`src/rtl/cpu_debug_pkg.sv`:
```
// Shared CPU debug definitions: dump FSM states, dump counter width and the
// register-file geometry defaults shared with the register file.
package cpu_debug_pkg;

  localparam int unsigned DUMP_CNT_W  = 8;
  localparam int unsigned RF_DATA_W   = 8;
  localparam int unsigned RF_NUM_REGS = 8;

  typedef enum logic [1:0] {
    DUMP_IDLE,
    DUMP_LOAD,
    DUMP_SEND
  } dump_state_e;

endpackage

```
`src/rtl/rise_edge_detect.sv`:
```
// Level-to-pulse converter: registers the level and flags a 0->1 transition
// in the same cycle the level rises.
module rise_edge_detect (
  input  logic clk,
  input  logic reset,
  input  logic level,
  output logic rise_c
);

  logic level_q;

  always_ff @(posedge clk) begin
    if (reset) begin
      level_q <= 1'b0;
    end else begin
      level_q <= level;
    end
  end

  assign rise_c = level & ~level_q;

endmodule

```
`src/rtl/reg_dump_engine.sv`:
```
// Register-file dump engine: on a halt rising edge or an explicit request,
// streams every register out as an indexed valid/ready word stream.
module reg_dump_engine
  import cpu_debug_pkg::*;
#(
  parameter int unsigned DATA_W       = RF_DATA_W,
  parameter int unsigned NUM_REGS     = RF_NUM_REGS,
  parameter int unsigned IDX_W        = $clog2(NUM_REGS),
  parameter bit          AUTO_ON_HALT = 1'b1
) (
  input  logic                  clk,
  input  logic                  reset,
  input  logic                  halt,
  input  logic                  dump_req,
  output logic [IDX_W-1:0]      rf_raddr,
  input  logic [DATA_W-1:0]     rf_rdata,
  output logic                  out_valid,
  input  logic                  out_ready,
  output logic [DATA_W-1:0]     out_data,
  output logic [IDX_W-1:0]      out_idx,
  output logic                  out_last,
  output logic                  busy,
  output logic                  done,
  output logic [DUMP_CNT_W-1:0] dump_count
);

  localparam logic [IDX_W-1:0] LAST_IDX = IDX_W'(NUM_REGS - 1);

  dump_state_e           state_q, state_d;
  logic [IDX_W-1:0]      ptr_q, ptr_d;
  logic                  valid_d, last_d, busy_d, done_d;
  logic [DATA_W-1:0]     data_d;
  logic [IDX_W-1:0]      idx_d;
  logic [DUMP_CNT_W-1:0] cnt_d;
  logic                  halt_rise_c;
  logic                  trig_c;

  rise_edge_detect u_halt_edge (
    .clk    (clk),
    .reset  (reset),
    .level  (halt),
    .rise_c (halt_rise_c)
  );

  assign trig_c   = dump_req | (AUTO_ON_HALT & halt_rise_c);
  assign rf_raddr = ptr_q;

  // Next-state and datapath; triggers outside IDLE are simply dropped
  always_comb begin
    state_d = state_q;
    ptr_d   = ptr_q;
    valid_d = out_valid;
    data_d  = out_data;
    idx_d   = out_idx;
    last_d  = out_last;
    busy_d  = busy;
    done_d  = 1'b0;
    cnt_d   = dump_count;
    case (state_q)
      DUMP_IDLE: begin
        if (trig_c) begin
          ptr_d   = '0;
          busy_d  = 1'b1;
          state_d = DUMP_LOAD;
        end
      end
      DUMP_LOAD: begin
        data_d  = rf_rdata;
        idx_d   = ptr_q;
        last_d  = (ptr_q == LAST_IDX);
        valid_d = 1'b1;
        state_d = DUMP_SEND;
      end
      DUMP_SEND: begin
        if (out_valid && out_ready) begin
          valid_d = 1'b0;
          if (out_last) begin
            busy_d  = 1'b0;
            done_d  = 1'b1;
            cnt_d   = dump_count + DUMP_CNT_W'(1);
            state_d = DUMP_IDLE;
          end else begin
            ptr_d   = ptr_q + IDX_W'(1);
            state_d = DUMP_LOAD;
          end
        end
      end
      default: begin
        state_d = DUMP_IDLE;
      end
    endcase
  end

  always_ff @(posedge clk) begin
    if (reset) begin
      state_q    <= DUMP_IDLE;
      ptr_q      <= '0;
      out_valid  <= 1'b0;
      out_data   <= '0;
      out_idx    <= '0;
      out_last   <= 1'b0;
      busy       <= 1'b0;
      done       <= 1'b0;
      dump_count <= '0;
    end else begin
      state_q    <= state_d;
      ptr_q      <= ptr_d;
      out_valid  <= valid_d;
      out_data   <= data_d;
      out_idx    <= idx_d;
      out_last   <= last_d;
      busy       <= busy_d;
      done       <= done_d;
      dump_count <= cnt_d;
    end
  end

endmodule

```
`config.mk`:
```
export PLATFORM = sky130hd
export DESIGN_NAME = reg_dump_engine
export DESIGN_NICKNAME = d
export VERILOG_FILES = /design/src/rtl/cpu_debug_pkg.sv /design/src/rtl/rise_edge_detect.sv /design/src/rtl/reg_dump_engine.sv
export SDC_FILE = /design/constraint.sdc
export NUM_CORES = 1
export LEC_CHECK = 0
export CAP_MARGIN = 30
export CORE_ASPECT_RATIO = 0.8
export CORE_MARGIN = 8
export CORE_UTILIZATION = 48
export DETAILED_ROUTE_END_ITERATION = 12
export PLACE_DENSITY = 0.86
export SYNTH_ARGS = -nofsm -noshare
export SYNTH_HDL_FRONTEND = slang
export SYNTH_SLANG_ARGS = --single-unit
```
`constraint.sdc`:
```
create_clock -name clk -period 2.9 [get_ports clk]
set_clock_uncertainty 0.2 [all_clocks]
set_input_delay 0.87 -clock clk [delete_from_list [all_inputs] [get_ports clk]]
set_output_delay 0.87 -clock clk [all_outputs]
set_load 0.01 [all_outputs]
```
Word-level counts from Yosys, hierarchy flattened
Index checks and enable logic that the tools add are counted.

Register bits: 29. Input port bits: 13. Latch bits: 0. Memories kept: 0. ROM bits: 0. Output and inout bits: 26. Word-level logic and storage cells: 49. Memory bits (writable): 0.

Order comparisons: 0. Add/subtract/negate cells: 2. Bitwise operators: 5. Reduce and logical (&&, ||, !) cells: 10. Div/mod/pow operators: 0. Shift-type cells: 0. Multiply operators: 0. Equality and inequality tests: 7. Muxes and demuxes: 15.

Operators by type and width (number): 3-bit 2-to-1 mux (3); 8-bit by 1-bit adder with 8-bit output (second input constant) (1); 2-bit != test (second input constant) (4); 4-bit AND reduction (2); 1-bit 2-to-1 mux (6); 2-bit one-hot mux with 3 select lines (1); 3-bit one-hot mux with 2 select lines (1); 2-bit 2-to-1 mux (2); 1-bit one-hot mux with 2 select lines (2); 2-bit AND reduction (2); 2-bit nonzero test (2); 3-bit by 1-bit adder with 3-bit output (second input constant) (1); 3-bit == test (second input constant) (1); 1-bit NOT (3); 3-bit AND reduction (1); 3-bit OR reduction (1); 2-bit by 1-bit == test with 1-bit output (second input constant) (1); 2-bit == test (second input constant) (1); 2-bit zero test (1); 1-bit AND (1); 1-bit logical AND (1); 1-bit OR (1).

Depth between registers and ports, before layout
Gate-level depths: netlist (run 1).

Word-level depth: 5. Gate-level depth with buffers: 5.

Hierarchy
From an unflattened synthesis (run 1), not the netlist that was laid out.

Cells, all modules: 140. Area, all modules: 1229.9 um^2.

Modules (own cells, without submodules): reg_dump_engine (area each 1182.4 um^2, times used 1, cells an instance 137); rise_edge_detect (area each 47.5 um^2, times used 1, cells an instance 3).

Worst setup path before layout (run 1)
Ideal clock, no wire load.

Path type: input port to flip-flop. From: input reset. To: register dump_count[1]. Library setup time: 0.132 ns. Data required time: 2.568 ns. Setup slack: 1.102 ns. Path buffers: 2. Arrival time: 1.465 ns. Cell stages on the path: 3. Cells stage by stage: clkbuf_1 > clkbuf_1 > a21oi_1.

RTL lines: from (decl) (line reg_dump_engine.sv:12) `input logic reset,`; to (signal assigned) (line reg_dump_engine.sv:114) `dump_count <= cnt_d;`; to (decl) (line reg_dump_engine.sv:24) `output logic [DUMP_CNT_W-1:0] dump_count`.

No word-level cell between the ends.

Worst setup path in the final report (run 1)
From: register out_last. To: output out_last.

RTL lines: from (decl) (line reg_dump_engine.sv:21) `output logic out_last,`; from (signal assigned) (line reg_dump_engine.sv:111) `out_last <= last_d;`.

No word-level cell between the ends.

==> qor.txt, run 1 <==
First-pass GRT wire length -> 4.87 mm
Dominant cell type by area after synthesis -> dfxtp_1
Mapped Cells -> 135
Register area share after synthesis -> 0.487
Post-synthesis register bit count -> 29
H-tree levels -> 2
CTS resizes -> 0
Warning count from the yosys run -> 0
First-pass iteration count of the detailed router -> 4
Max Slew Vio Count -> 0
Core footprint -> 2400 sq um
Final Setup Violations -> 0
Req. time, crit path -> 1.83 ns
CP bufs+invs -> 1
Synth cell count leaders -> nand2_1 (32), dfxtp_1 (29), a21oi_1 (19)
CTS Buf Count -> 5
CP Capture Type -> output pin
Critical-path cell list -> clkdlybuf4s50_1
Final core utilization -> 0.690
Pin count of the biggest net entering global routing -> 21
CP Depth -> 1
Status -> completed
RSZ-0062 raised after global routing -> false
Number of distinct library cells after synthesis -> 27
Placed inst area -> 1590 sq um
I/O pin total -> 39
Combinational Power Share -> 0.120
Syn_area_per_cell -> 8.83 sq um
Inserted Diodes -> 0
Largest cells by area after synthesis -> dfxtp_1 (49%), nand2_1 (10%), a21oi_1 (8.0%), nor3_2 (4.2%), xnor2_1 (3.7%)
CP max stage delay -> 0.62 ns
Switching share of power -> 0.249
CTS tree -> built
Post-Place Worst Slack -> 0.464 ns
WL final -> 2.89 mm
Antenna violations before repair -> 0
Routed WL per cell -> 14.3 um
Ys flop type -> dfxtp_1
Clock Latency Late Sink -> 0.33 ns
NumNets Final -> 190
Worst Hold Depth -> 2
Peak supply drop -> 0.321 mV
CP Class -> register to output pin
Clk slew on worst S/H paths -> 0.09 ns
Die span in y -> 60.6 um
DIE AREA -> 4350 sq um
Post-route setup slack -> 0.323 ns
Seq pwr share -> 0.532
Final hold viol count -> 0
Leakage power -> 0.588 nW
Routability Congestion -> 0.796
CTS root buffer -> clkbuf_4
Chip width -> 71.7 um
Area grow syn2layout -> 38.9%
HPWL Detailed -> 2.18 mm
Slew @ Worst Pin -> 0.474 ns
Type of origin of the critical path -> register
Final Cycle Share -> 0.889
Antenna-violating nets left -> 0
Synth Cell Area -> 1190 sq um
Setup_tns -> 0 ns
Layout cells sized above 1 -> 0.0971
Max-Cap Viols -> 0
PD cells -> 486 nW/um^2
Vias in the first global route -> 1034
Hold buffers post-CTS -> 0
Via count -> 1056
Routed vias/inst -> 5.23
Count leader, synth -> nand2_1
P_sw -> 0.200 mW
CP Data Arrival Time -> 1.51 ns
Starting Density -> 0.496
Min Tclk post-route -> 2.58 ns
Rows -> 16
Number of DRC markers in iteration 0 -> 58
Worst path top cell family by delay -> buffers and inverters
Post-CTS Setup Bufs -> 0
Clk network pwr share -> 0.349
Worst relative slew slack -> 0.684
Sink Count -> 29
HP Class -> register to register
FMAX -> 0.388 GHz
EDFF count, synth -> 0
Syn_nets -> 151
CP max FO -> 11
Maximum clock insertion buffer count -> 2
FFs w/ async S/R, synth -> 0
Synth top area share -> 0.487
R2r worst-path depth -> 4
DR DRC count -> 0
GRT overflow -> 0
Pint -> 0.605 mW
Overall routing resource usage -> 0.148
PortBufs -> 38
CP max stage cell -> clkdlybuf4s50_1
Fin area -> 1660 sq um
power groups by stage:
stage               clock (mW)  sequential, mW  combinational [mW]
detailed placement           0           0.438              0.0976
CTS                      0.288           0.428              0.0982
floorplan                    0           0.437              0.0473
global route             0.307           0.432               0.107
global placement             0           0.436              0.0949
finish                   0.281           0.428              0.0963
final timing paths:
path,start,endpoint,slack (ns)
worst min register to register,out_data[0]$_SDFFE_PP0P_,out_data[0]$_SDFFE_PP0P_,0.26
worst max-delay path,out_last$_SDFFE_PP0P_,out_last,0.32
worst max register to register,out_last$_SDFFE_PP0P_,dump_count[7]$_SDFFE_PP0P_,1.33
worst min-delay path,out_data[0]$_SDFFE_PP0P_,out_data[0]$_SDFFE_PP0P_,0.26
cells in the final DEF, fill, tap and decap left out, drive strengths merged, types with 2 or more instances in the layout:
master         Yosys  layout
a21oi             19      19
and2b              2       2
clkbuf             3       7
clkdlybuf4s50      0      38
dfxtp             29      29
ha                 3       3
nand2             32      32
nand2b             2       2
nand3              5       5
nand4              2       2
nand4b             3       3
nor2              10      10
nor2b              2       2
nor3               6       6
xnor2              5       5
xor2               2       2
through the flow:
stage | power (mW) | hold WS (ns) | instances
3_5_place_dp | 0.535 | 0.249 | 194
2_1_floorplan | 0.484 | 0.281 | 135
3_3_place_gp | 0.531 | 0.241 | 194
6_report | 0.805 | 0.259 | 202
4_1_cts | 0.815 | 0.263 | 202
5_1_grt | 0.845 | 0.285 | 202
layer usage:
layer,vias up,wire [um],global-route usage,part of all wire
met5,-,0,0,0
met1,487,1220,0.156,0.42
met3,6,226,0.0693,0.078
met4,0,66,0.0957,0.023
li1,532,-,-,-
met2,31,1380,0.237,0.48
layout make-up:
cell class | instances | area, sq um
Fill cell | 212 | 746
Sequential cell | 29 | 581
Multi-Input combinational cell | 98 | 568
Timing Repair Buffer | 39 | 400
Clock buffer | 7 | 65.1
Tap cell | 27 | 33.8
Clock inverter | 1 | 5.00
Inverter | 1 | 3.75
sequential cells by signal (all words and copies together) (netlist names):
register             cells
dump_count               8
done                     1
u_halt_edge.level_q      1
out_valid                1
busy                     1
out_data                 8
out_idx                  3
rf_raddr                 3
state_q                  2
out_last                 1
logic make-up (layout without fill, tap and decap cells):
| group | after synthesis | in the layout | synth area share |
|---|---|---|---|
| and+or+nand+nor | 67 | 67 | 0.302 |
| DFF | 29 | 29 | 0.487 |
| AOI/OAI and AO/OA | 21 | 21 | 0.0913 |
| buffers and inverters | 8 | 48 | 0.0367 |
| xor gates and xnor gates | 7 | 7 | 0.0514 |
| adders and majority gates | 3 | 3 | 0.0315 |
Power figures use the tool's default switching activity.
==> run 2, diff against run 1 <==
--- a/config.mk
+++ b/config.mk
@@ -6,9 +6,11 @@
 export NUM_CORES = 1
 export LEC_CHECK = 0
 export CAP_MARGIN = 30
+export CELL_PAD_IN_SITES_DETAIL_PLACEMENT = 1
+export CELL_PAD_IN_SITES_GLOBAL_PLACEMENT = 1
 export CORE_ASPECT_RATIO = 0.8
 export CORE_MARGIN = 8
-export CORE_UTILIZATION = 48
+export CORE_UTILIZATION = 35
 export DETAILED_ROUTE_END_ITERATION = 12
 export PLACE_DENSITY = 0.86
 export SYNTH_ARGS = -nofsm -noshare
==> qor.txt, run 2 (synthesized netlist as in run 1, its figures left out) <==
Status -> completed
Req. time, crit path -> 1.83 ns
Antenna-violating nets left -> 0
Vias in the first global route -> 1095
Final Setup Violations -> 0
Peak supply drop -> 0.222 mV
PortBufs -> 38
Critical-path cell list -> clkdlybuf4s50_1
CP Capture Type -> output pin
R2r worst-path depth -> 3
Clk slew on worst S/H paths -> 0.06 ns
FMAX -> 0.400 GHz
HPWL Detailed -> 2.34 mm
Final Cycle Share -> 0.863
Rows -> 19
Area grow syn2layout -> 40.3%
Layout cells sized above 1 -> 0.0800
Max-Cap Viols -> 0
Antenna violations before repair -> 0
Chip width -> 81.3 um
End of the critical path -> out_last
Leading cell types in the layout, fill and taps excluded -> clkdlybuf4s50_1 (38), nand2_1 (32), dfxtp_1 (29), a21oi_1 (19), nor2_1 (10)
I/O pin total -> 39
Largest registers -> dump_count x8, out_data x8
Sink Count -> 29
NumNets Final -> 190
Max Slew Vio Count -> 0
WL final -> 3.21 mm
CTS resizes -> 0
Type of origin of the critical path -> register
Routability Congestion -> 0.694
Overall routing resource usage -> 0.124
CP Depth -> 1
DIE AREA -> 5540 sq um
Worst path top cell family by delay -> buffers and inverters
Leakage power -> 0.582 nW
First-pass iteration count of the detailed router -> 4
CP max stage delay -> 0.63 ns
Worst reg2reg setup slack -> 1.28 ns
Slew @ Worst Pin -> 0.557 ns
CP max stage cell -> clkdlybuf4s50_1
CTS tree -> built
HP Class -> register to register
RSZ-0062 raised after global routing -> false
Via count -> 1060
Starting Density -> 0.356
Routed WL per cell -> 14.8 um
Fin area -> 1670 sq um
CP Data Arrival Time -> 1.43 ns
CP max FO -> 11
Die span in y -> 68.2 um
CP bufs+invs -> 1
First-pass GRT wire length -> 5.18 mm
Number of DRC markers in iteration 0 -> 64
Clock Latency Late Sink -> 0.28 ns
H-tree levels -> 2
CP Launch Point -> out_last$_SDFFE_PP0P_
Commonest non-fill, non-tap cell in the layout -> clkdlybuf4s50_1
Inserted Diodes -> 0
Hold buffers post-CTS -> 0
DR DRC count -> 0
Placed inst area -> 1590 sq um
Core footprint -> 3350 sq um
CTS Buf Count -> 5
Setup_tns -> 0 ns
Routed vias/inst -> 4.88
GRT overflow -> 0
Reg2reg start -> state_q[1]$_SDFFE_PP0P_
Min Tclk post-route -> 2.50 ns
Pin count of the biggest net entering global routing -> 30
Worst relative slew slack -> 0.629
Final hold viol count -> 0
Post-CTS Setup Bufs -> 0
PD cells -> 502 nW/um^2
CTS root buffer -> clkbuf_8
CP Class -> register to output pin
Worst reg2reg endpoint -> out_data[2]$_SDFFE_PP0P_
Maximum clock insertion buffer count -> 2
## run 2: changes by cell type in the layout (fill, tap and decap cells not counted)
| cell | delta |
|---|---|
| buf_4 | +1 |
| clkinv_2 | -1 |
| buf_12 | -1 |
| clkbuf_8 | +3 |
| clkbuf_1 | +3 |
| clkbuf_4 | -5 |
## run 2: cell type report
cell class	instances	area, sq um
Inverter	1	3.75
Multi-Input combinational cell	98	568
Timing Repair Buffer	39	388
Tap cell	42	52.6
Clock buffer	8	80.1
Fill cell	403	1680
Sequential cell	29	581
## run 2: worst min-delay path by stage
stage / start / end / slack [ns] / cells after the start
CTS: out_data[5]$_SDFFE_PP0P_ / out_data[5]$_SDFFE_PP0P_ / 0.26 / 2
global route: out_data[7]$_SDFFE_PP0P_ / out_data[7]$_SDFFE_PP0P_ / 0.28 / 2
global placement: out_data[4]$_SDFFE_PP0P_ / out_data[4]$_SDFFE_PP0P_ / 0.24 / 2
finish: out_data[5]$_SDFFE_PP0P_ / out_data[5]$_SDFFE_PP0P_ / 0.26 / 2
detailed placement: out_data[5]$_SDFFE_PP0P_ / out_data[5]$_SDFFE_PP0P_ / 0.25 / 2
floorplan: out_data[0]$_SDFFE_PP0P_ / out_data[0]$_SDFFE_PP0P_ / 0.28 / 2
## run 2: stage by stage
step                utilization  cells  setup slack [ns]  total power, mW  hold slack [ns]
global route              0.499    217             0.327            0.873            0.275
CTS                       0.499    217             0.390            0.853            0.261
floorplan                     -    135              1.10            0.484            0.281
finish                    0.499    217             0.398            0.840            0.255
detailed placement        0.475    209             0.458            0.536            0.253
global placement          0.475    209             0.496            0.531            0.242
## run 2: metal layers
layer | share of wire | GRT usage | vias to the layer above
met1 | 0.44 | 0.122 | 505
met5 | 0 | 0 | -
met3 | 0.058 | 0.0591 | 5
li1 | - | - | 526
met4 | 0.018 | 0.0600 | 0
met2 | 0.48 | 0.219 | 24
## run 2: where the power goes
group | internal [mW] | switching, mW
Sequential | 0.414 | 0.0161
Combinational | 0.0502 | 0.0466
Clock | 0.170 | 0.144
Total | 0.634 | 0.207
## run 2: worst min-delay path, stage by stage, from the launching register on
cell and delay (ns):
dfxtp_1 0.31, nand2_1 0.05, a21oi_1 0.05
